### src/rtl/instr_decode_stage.sv
// instr_decode_stage: RV32I/RV64I integer decode stage between fetch and execute.
// Decodes OP_IMM, OP, LUI and AUIPC into kind/func/registers/immediate and queues
// the result in a small in-order output FIFO.
// Optional feature macro: STRICT_DECODE_EN (full funct7 / shift-immediate checking).
module instr_decode_stage #(
  parameter int XLEN      = 32,
  parameter int BUF_DEPTH = 2
) (
  input  logic            clk,
  input  logic            rst_n,
  input  logic            flush,
  input  logic            in_valid,
  output logic            in_ready,
  input  logic [31:0]     in_instr,
  input  logic [XLEN-1:0] in_pc,
  output logic            out_valid,
  input  logic            out_ready,
  output logic [2:0]      out_kind,
  output logic [3:0]      out_func,
  output logic [4:0]      out_rd,
  output logic [4:0]      out_rs1,
  output logic [4:0]      out_rs2,
  output logic [XLEN-1:0] out_imm,
  output logic [XLEN-1:0] out_pc
);

  localparam int PW = $clog2(BUF_DEPTH);
  localparam int CW = $clog2(BUF_DEPTH) + 1;
  localparam logic [CW-1:0] DEPTH_C = CW'(BUF_DEPTH);

  localparam logic [6:0] OPC_OP_IMM = 7'b0010011;
  localparam logic [6:0] OPC_OP     = 7'b0110011;
  localparam logic [6:0] OPC_LUI    = 7'b0110111;
  localparam logic [6:0] OPC_AUIPC  = 7'b0010111;

  localparam logic [2:0] K_OP_IMM = 3'd1;
  localparam logic [2:0] K_OP     = 3'd2;
  localparam logic [2:0] K_LUI    = 3'd3;
  localparam logic [2:0] K_AUIPC  = 3'd4;

  localparam logic [3:0] F_ADD  = 4'd0;
  localparam logic [3:0] F_SUB  = 4'd1;
  localparam logic [3:0] F_SLT  = 4'd2;
  localparam logic [3:0] F_SLTU = 4'd3;
  localparam logic [3:0] F_AND  = 4'd4;
  localparam logic [3:0] F_OR   = 4'd5;
  localparam logic [3:0] F_XOR  = 4'd6;
  localparam logic [3:0] F_SLL  = 4'd7;
  localparam logic [3:0] F_SRL  = 4'd8;
  localparam logic [3:0] F_SRA  = 4'd9;

  typedef struct packed {
    logic [2:0]      kind;
    logic [3:0]      func;
    logic [4:0]      rd;
    logic [4:0]      rs1;
    logic [4:0]      rs2;
    logic [XLEN-1:0] imm;
    logic [XLEN-1:0] pc;
  } entry_t;

  entry_t          r_mem [BUF_DEPTH];
  logic [PW-1:0]   r_wptr;
  logic [PW-1:0]   r_rptr;
  logic [CW-1:0]   r_count;
  logic            r_alive;

  entry_t          w_dec;
  entry_t          w_head;
  logic            w_push;
  logic            w_pop;
  logic            w_bad;
  logic [2:0]      w_f3;
  logic            w_alt;
  logic            w_is_shift;
  logic [3:0]      w_func_base;
  logic [5:0]      w_shamt;
  logic [XLEN-1:0] w_imm_i;
  logic [XLEN-1:0] w_imm_u;

  assign w_f3       = in_instr[14:12];
  assign w_alt      = in_instr[30];
  assign w_is_shift = (w_f3 == 3'b001) || (w_f3 == 3'b101);
  assign w_imm_i    = {{(XLEN-12){in_instr[31]}}, in_instr[31:20]};
  assign w_imm_u    = {{(XLEN-31){in_instr[31]}}, in_instr[30:12], 12'b0};

`ifdef STRICT_DECODE_EN
  logic [6:0] w_f7;
  logic       w_shift_hi_nz;
  assign w_f7 = in_instr[31:25];
`endif

  // Shift amount width follows XLEN; bit 25 belongs to shamt only on RV64
  generate
    if (XLEN == 64) begin : g_shamt64
      assign w_shamt = in_instr[25:20];
`ifdef STRICT_DECODE_EN
      assign w_shift_hi_nz = |{in_instr[31], in_instr[29:26]};
`endif
    end else begin : g_shamt32
      assign w_shamt = {1'b0, in_instr[24:20]};
`ifdef STRICT_DECODE_EN
      assign w_shift_hi_nz = |{in_instr[31], in_instr[29:25]};
`endif
    end
  endgenerate

  // Base ALU function selected by funct3 (alternate forms patched in decode)
  always_comb begin
    case (w_f3)
      3'b000:  w_func_base = F_ADD;
      3'b001:  w_func_base = F_SLL;
      3'b010:  w_func_base = F_SLT;
      3'b011:  w_func_base = F_SLTU;
      3'b100:  w_func_base = F_XOR;
      3'b101:  w_func_base = F_SRL;
      3'b110:  w_func_base = F_OR;
      default: w_func_base = F_AND;
    endcase
  end

  // Decode the incoming word into a FIFO entry; illegal forms become UNKNOWN
  always_comb begin
    w_dec    = '0;
    w_bad    = 1'b0;
    w_dec.pc = in_pc;
    case (in_instr[6:0])
      OPC_OP_IMM: begin
        w_dec.kind = K_OP_IMM;
        w_dec.rd   = in_instr[11:7];
        w_dec.rs1  = in_instr[19:15];
        w_dec.func = w_func_base;
        if (w_is_shift) begin
          w_dec.imm = XLEN'(w_shamt);
          if ((w_f3 == 3'b101) && w_alt) w_dec.func = F_SRA;
`ifdef STRICT_DECODE_EN
          w_bad = w_shift_hi_nz | (w_alt & (w_f3 != 3'b101));
`endif
        end else begin
          w_dec.imm = w_imm_i;
        end
      end
      OPC_OP: begin
        w_dec.kind = K_OP;
        w_dec.rd   = in_instr[11:7];
        w_dec.rs1  = in_instr[19:15];
        w_dec.rs2  = in_instr[24:20];
        w_dec.func = w_func_base;
        if (w_alt && (w_f3 == 3'b000)) w_dec.func = F_SUB;
        if (w_alt && (w_f3 == 3'b101)) w_dec.func = F_SRA;
`ifdef STRICT_DECODE_EN
        w_bad = !((w_f7 == 7'b0000000) ||
                  ((w_f7 == 7'b0100000) && ((w_f3 == 3'b000) || (w_f3 == 3'b101))));
`endif
      end
      OPC_LUI, OPC_AUIPC: begin
        w_dec.kind = (in_instr[6:0] == OPC_LUI) ? K_LUI : K_AUIPC;
        w_dec.rd   = in_instr[11:7];
        w_dec.func = F_ADD;
        w_dec.imm  = w_imm_u;
      end
      default: ;
    endcase
    if (w_bad) begin
      w_dec    = '0;
      w_dec.pc = in_pc;
    end
  end

  assign in_ready  = rst_n & r_alive & ~flush & (r_count < DEPTH_C);
  assign out_valid = (r_count != '0);
  assign w_push    = in_valid & in_ready;
  assign w_pop     = out_valid & out_ready;

  // FIFO pointers, occupancy and the post-reset enable; flush empties everything
  always_ff @(posedge clk or negedge rst_n) begin
    if (!rst_n) begin
      r_wptr  <= '0;
      r_rptr  <= '0;
      r_count <= '0;
      r_alive <= 1'b0;
    end else begin
      r_alive <= 1'b1;
      if (flush) begin
        r_wptr  <= '0;
        r_rptr  <= '0;
        r_count <= '0;
      end else begin
        if (w_push) r_wptr <= r_wptr + 1'b1;
        if (w_pop)  r_rptr <= r_rptr + 1'b1;
        case ({w_push, w_pop})
          2'b10:   r_count <= r_count + 1'b1;
          2'b01:   r_count <= r_count - 1'b1;
          default: r_count <= r_count;
        endcase
      end
    end
  end

  // Entry storage; contents are only meaningful where the count says so
  always_ff @(posedge clk) begin
    if (w_push) r_mem[r_wptr] <= w_dec;
  end

  assign w_head   = out_valid ? r_mem[r_rptr] : '0;
  assign out_kind = w_head.kind;
  assign out_func = w_head.func;
  assign out_rd   = w_head.rd;
  assign out_rs1  = w_head.rs1;
  assign out_rs2  = w_head.rs2;
  assign out_imm  = w_head.imm;
  assign out_pc   = w_head.pc;

endmodule
### config.mk
export PLATFORM = sky130hd
export DESIGN_NAME = instr_decode_stage
export DESIGN_NICKNAME = d
export VERILOG_FILES = /design/src/rtl/instr_decode_stage.sv
export SDC_FILE = /design/constraint.sdc
export NUM_CORES = 1
export LEC_CHECK = 0
export CAP_MARGIN = 40
export CORE_UTILIZATION = 40
export DETAILED_ROUTE_END_ITERATION = 8
export PLACE_DENSITY = 0.73
export SLEW_MARGIN = 25
export SYNTH_ARGS = -nofsm -noshare
export SYNTH_HDL_FRONTEND = slang
export SYNTH_SLANG_ARGS = --single-unit
### constraint.sdc
create_clock -name clk -period 9.7 [get_ports clk]
set_clock_uncertainty 0.15 [all_clocks]
set_input_delay 1.94 -clock clk [delete_from_list [all_inputs] [get_ports clk]]
set_output_delay 1.94 -clock clk [all_outputs]
set_load 0.03 [all_outputs]
# Yosys cells after proc, flatten, opt, wreduce, memory -nomap -nowiden
# Memories as Yosys holds them, arrays and structs flattened.
# Cells that the tools add are included.
# word_totals
regBits	5
ramBits	172
inputBits	69
output_inout_bits	88
elab_cells	58
memories	1
# mem_list
name	depth	word_bits	rd	rd_ports_with_merged_regs	write_ports	line_no	source
r_mem	2	86	1	0	1	62	entry_t r_mem [BUF_DEPTH];
# op_classes
n_addsub	4
order_cmp	1
eq_ne	12
mux	20
n_bitwise	6
n_reduce_logical	10
# ops
operator	count
86-bit two-way mux	1
32-bit case mux with 2 select lines	1
12-bit case mux with 3 select lines	1
32-bit two-way mux	1
4-bit case mux with 7 select lines	1
4-bit two-way mux	4
7-bit by 5-bit == test with 1-bit output, second input constant	2
7-bit by 6-bit == test with 1-bit output, second input constant	2
5-bit two-way mux	2
3-bit == test, second input constant	3
3-bit by 2-bit == test with 1-bit output, second input constant	2
1-bit two-way mux	6
2-bit nonzero test	3
1-bit bitwise AND	5
2-bit case mux with 2 select lines	1
2-bit OR reduction	2
3-bit by 1-bit == test with 1-bit output, second input constant	1
3-bit zero test	1
3-bit two-way mux	1
3-bit nonzero test	1
1-bit adder, second input constant	2
2-bit by 1-bit adder with 2-bit output, second input constant	1
2-bit by 1-bit == test with 1-bit output, second input constant	1
2-bit == test, second input constant	1
6 further kinds	7

# Logic depth before layout (Yosys ltp)
# logic_depth
ltp_word	7
mapped_depth	5
ltp_nobuf	3

# Least setup slack after synthesis
# Ideal clock, no wire load.
# synth_path
path_kind	in2reg
from	in in_valid
to	mem r_mem[0][0] in the netlist's numbering (enable)
setup_ns	0.531
arrival_time_ns	5.925
t_required_ns	9.019
slack_ns	3.094
cell_stages	3
path_buffers	0
path_cell_list	nand4b_1 > or2_1 > nor2_1
# synth_via
elab_chain_cells	3
# synth_rtl
element	line_no	source
start, declared	12	input logic in_valid,
1-bit bitwise AND	172	assign w_push = in_valid & in_ready;
1-bit two-way mux	202	if (w_push) r_mem[r_wptr] <= w_dec;
1-bit two-way mux (implied by the code)	202	
end, declared	62	
# No other way between the ends.

# Worst setup path after layout
# layout_path
from	in rst_n
to	out in_ready
# layout_via
elab_chain_cells	3
# layout_rtl
element	line_no	source
start, declared	10	input logic rst_n,
1-bit bitwise AND (3 in series)	170	assign in_ready = rst_n & r_alive & ~flush & (r_count < DEPTH_C);
end, declared	13	output logic in_ready,
# No other way between the ends.

==> impl_metrics.ini <==
[global_routing]
grt_max_degree = 58
antenna_found_initial = 0
grt_pass1_wl_um = 22900
grt.total_usage = 0.164
grt_pass1_vias = 4449
grt_overflow = 0

[final_layout]
stdcell_count = 893
n_antenna_cell = 0
area_growth_pct = 33.1
fin_util = 0.544
drive_above_1_share = 0.0723
fin_nets = 721

[worst_setup_path]
ff2ff_path_depth = 4
slowest_stage = clkdlybuf4s50_1
worst_setup_path_start_kind = primary input
cpMostUsedCell = clkdlybuf4s50_1
crit_family = buffers and inverters
crit_type = in -> out
arrival_ns = 3.54
rrSetupSlack_ns = 6.81
required_ns = 7.61
critPathCaptureType = output pin
critPathMaxFanout = 7
reg2reg_from = r_count[1]
rr_endpoint = r_mem[0][46]
critPathBufInv = 2
path_cells = clkdlybuf4s50_1, nand2_1, nor3_1, clkdlybuf4s50_1
slowest_delay_ns = 0.70

[clock_network]
clk_latency_ns = 0.41
cts_tree = done
root_buffer = clkbuf_16
holdBufCountCts = 0
path_clk_slew_ns = 0.06
cts.sinks = 177
numCtsBuffers = 17
cts_setup_buffers = 0
ctsResizeCount = 0
htreeDepth = 4
clock_path_buffers = 2

[hold_path]
hold_path_startpoint = r_wptr
hold_depth = 1
whs_endpoint = r_wptr
min_path_type = reg -> reg

[sta]
fin_crit_sh = 0.580
fin_setup_tns_ns = 0
setup_slack_ns = 4.07
setup_viol = 0
max_slew.worst_pin.slew_ns = 0.815
slew_headroom = 0.456
rsz0062_at_grt = false
slew_viol_final = 0
fin_crit_ns = 5.63
clock.fmax_mhz = 178
finalHoldViolCount = 0

[place]
dpl.hpwl_um = 9850
io_buffers = 156
dpl_worst_slack_ns = 4.06
gp_congestion = 0.777
dp_cells = 862

[synthesis]
syn_inst = 497
synth-seq-cells = 177
async_reset_ff_frac = 0.0282
synthTopCellsByArea = edfxtp_1 (70%), mux2i_1 (12%), nor2_1 (4.9%), dfrtp_1 (1.7%), a21oi_1 (1.3%)
ys_top_cells_by_count = edfxtp_1 (172), nor2_1 (95), mux2i_1 (86)
syn-num-nets = 566
synth_seq_area_share = 0.721
yosysTopAreaCell = edfxtp_1
yosys_warnings = 0
synth_top_area_frac = 0.704
syn_avg_cell_area_um2 = 14.8
syn-cell-area_um2 = 7330
yosysMostFrequentCell = edfxtp_1
synth-edff-count = 172
synth_ff_type = edfxtp_1
synth_cell_types = 40

[power_and_ir_drop]
comb_power_share = 0.059
p_leak_uw = 0.00311
swShare = 0.203
pwr_density_cell_nw_per_um2 = 166
intPower_uw = 1290
seqPwrFrac = 0.521
clkPwrFrac = 0.420
switchingPower_uw = 328
ir_worst_vdd_mv = 0.115
power_uw = 1620

[drt]
met2_length_um = 7980
drtAntennaViolNets = 0
wl_met3_um = 687
vias_per_cell = 4.95
wire_per_inst_um = 16.8
drt-total-wl_um = 15000
firstDrtPassIters = 4
topRoutingLayerUsed = met4
vias = 4421
drc_errors = 0
drt_first_iter_violations = 280
wl_met1_um = 6200

[floorplan]
die_w_um = 137
num_rows = 49
start_util = 0.408
ios = 157
die_h_um = 137
core-area_um2 = 18000
die_area_um2 = 18900

[outcome]
status = finished clean

[run]
cap_viol_max_count = 0
==> logic make-up (layout without fill, tap and decap cells) <==
| logic type | count (synthesis) | in the layout | synth area share |
|---|---|---|---|
| AOI/OAI and AO/OA | 29 | 29 | 0.0227 |
| xor gates and xnor gates | 3 | 3 | 0.00358 |
| buffers and inverters | 34 | 201 | 0.0261 |
| DFF | 177 | 177 | 0.721 |
| muxes | 86 | 86 | 0.117 |
| other | 1 | 1 | 0.000511 |
| and+or+nand+nor | 167 | 167 | 0.108 |
==> cells in the final DEF, fill, tap and decap left out, types with 2 or more instances in the layout <==
cell type,count
edfxtp_1,172
clkdlybuf4s50_1,156
nor2_1,93
mux2i_1,86
nand2_1,22
a21oi_1,19
clkbuf_16,17
and2_1,15
and3_1,13
buf_4,6
inv_1,4
nor3_1,4
dfrtp_1,4
or2_1,3
nor2_4,3
bufinv_16,3
clkinv_2,3
inv_6,3
buf_16,3
nor2b_1,2
o22ai_1,2
xor2_1,2
nand3b_1,2
o21ai_0,2
clkinv_1,2
clkinvlp_4,2
==> cell type report <==
cell class | instances | area (um^2)
flip-flops and latches | 177 | 5290
multi-input cells | 286 | 1880
clock inverters | 14 | 163
well taps | 229 | 287
repair buffers | 166 | 1700
clock buffers | 17 | 425
fillers | 1503 | 8200
inverters | 4 | 15.0
==> routing by layer <==
layer	track usage	up-vias
li1	-	2120
met1	0.189	2156
met2	0.298	134
met3	0.0386	11
met4	0.0488	0
met5	0	-
==> metrics by stage <==
stage | hold WS (ns) | instance area [um^2]
2_1_floorplan | 0.319 | 7330
3_3_place_gp | 0.391 | 9070
3_5_place_dp | 0.413 | 9180
4_1_cts | 0.421 | 9770
5_1_grt | 0.467 | 9770
6_report | 0.424 | 9770
==> how the worst max path moves through the flow <==
stage	start	to	slack, ns	cells after the start
floorplan	in_valid	r_mem[0][0]	3.09	3
global placement	rst_n	in_ready	4.10	4
detailed placement	rst_n	in_ready	4.06	4
CTS	rst_n	in_ready	4.06	4
global route	rst_n	in_ready	3.98	4
finish	rst_n	in_ready	4.07	4
==> power groups by stage <==
| stage | combinational, uW | clock, uW | sequential [uW] |
|---|---|---|---|
| floorplan | 46.8 | 0 | 858 |
| global placement | 93.0 | 0 | 860 |
| detailed placement | 96.5 | 0 | 860 |
| CTS | 96.9 | 694 | 844 |
| global route | 103 | 726 | 844 |
| finish | 95.5 | 679 | 844 |
==> sequential cells by signal (all words and copies together) (netlist names) <==
| signal | count |
|---|---|
| r_alive | 1 |
| r_count | 2 |
| r_mem | 172 |
| r_rptr | 1 |
| r_wptr | 1 |
No activity file was read; power rests on OpenSTA's default activity.
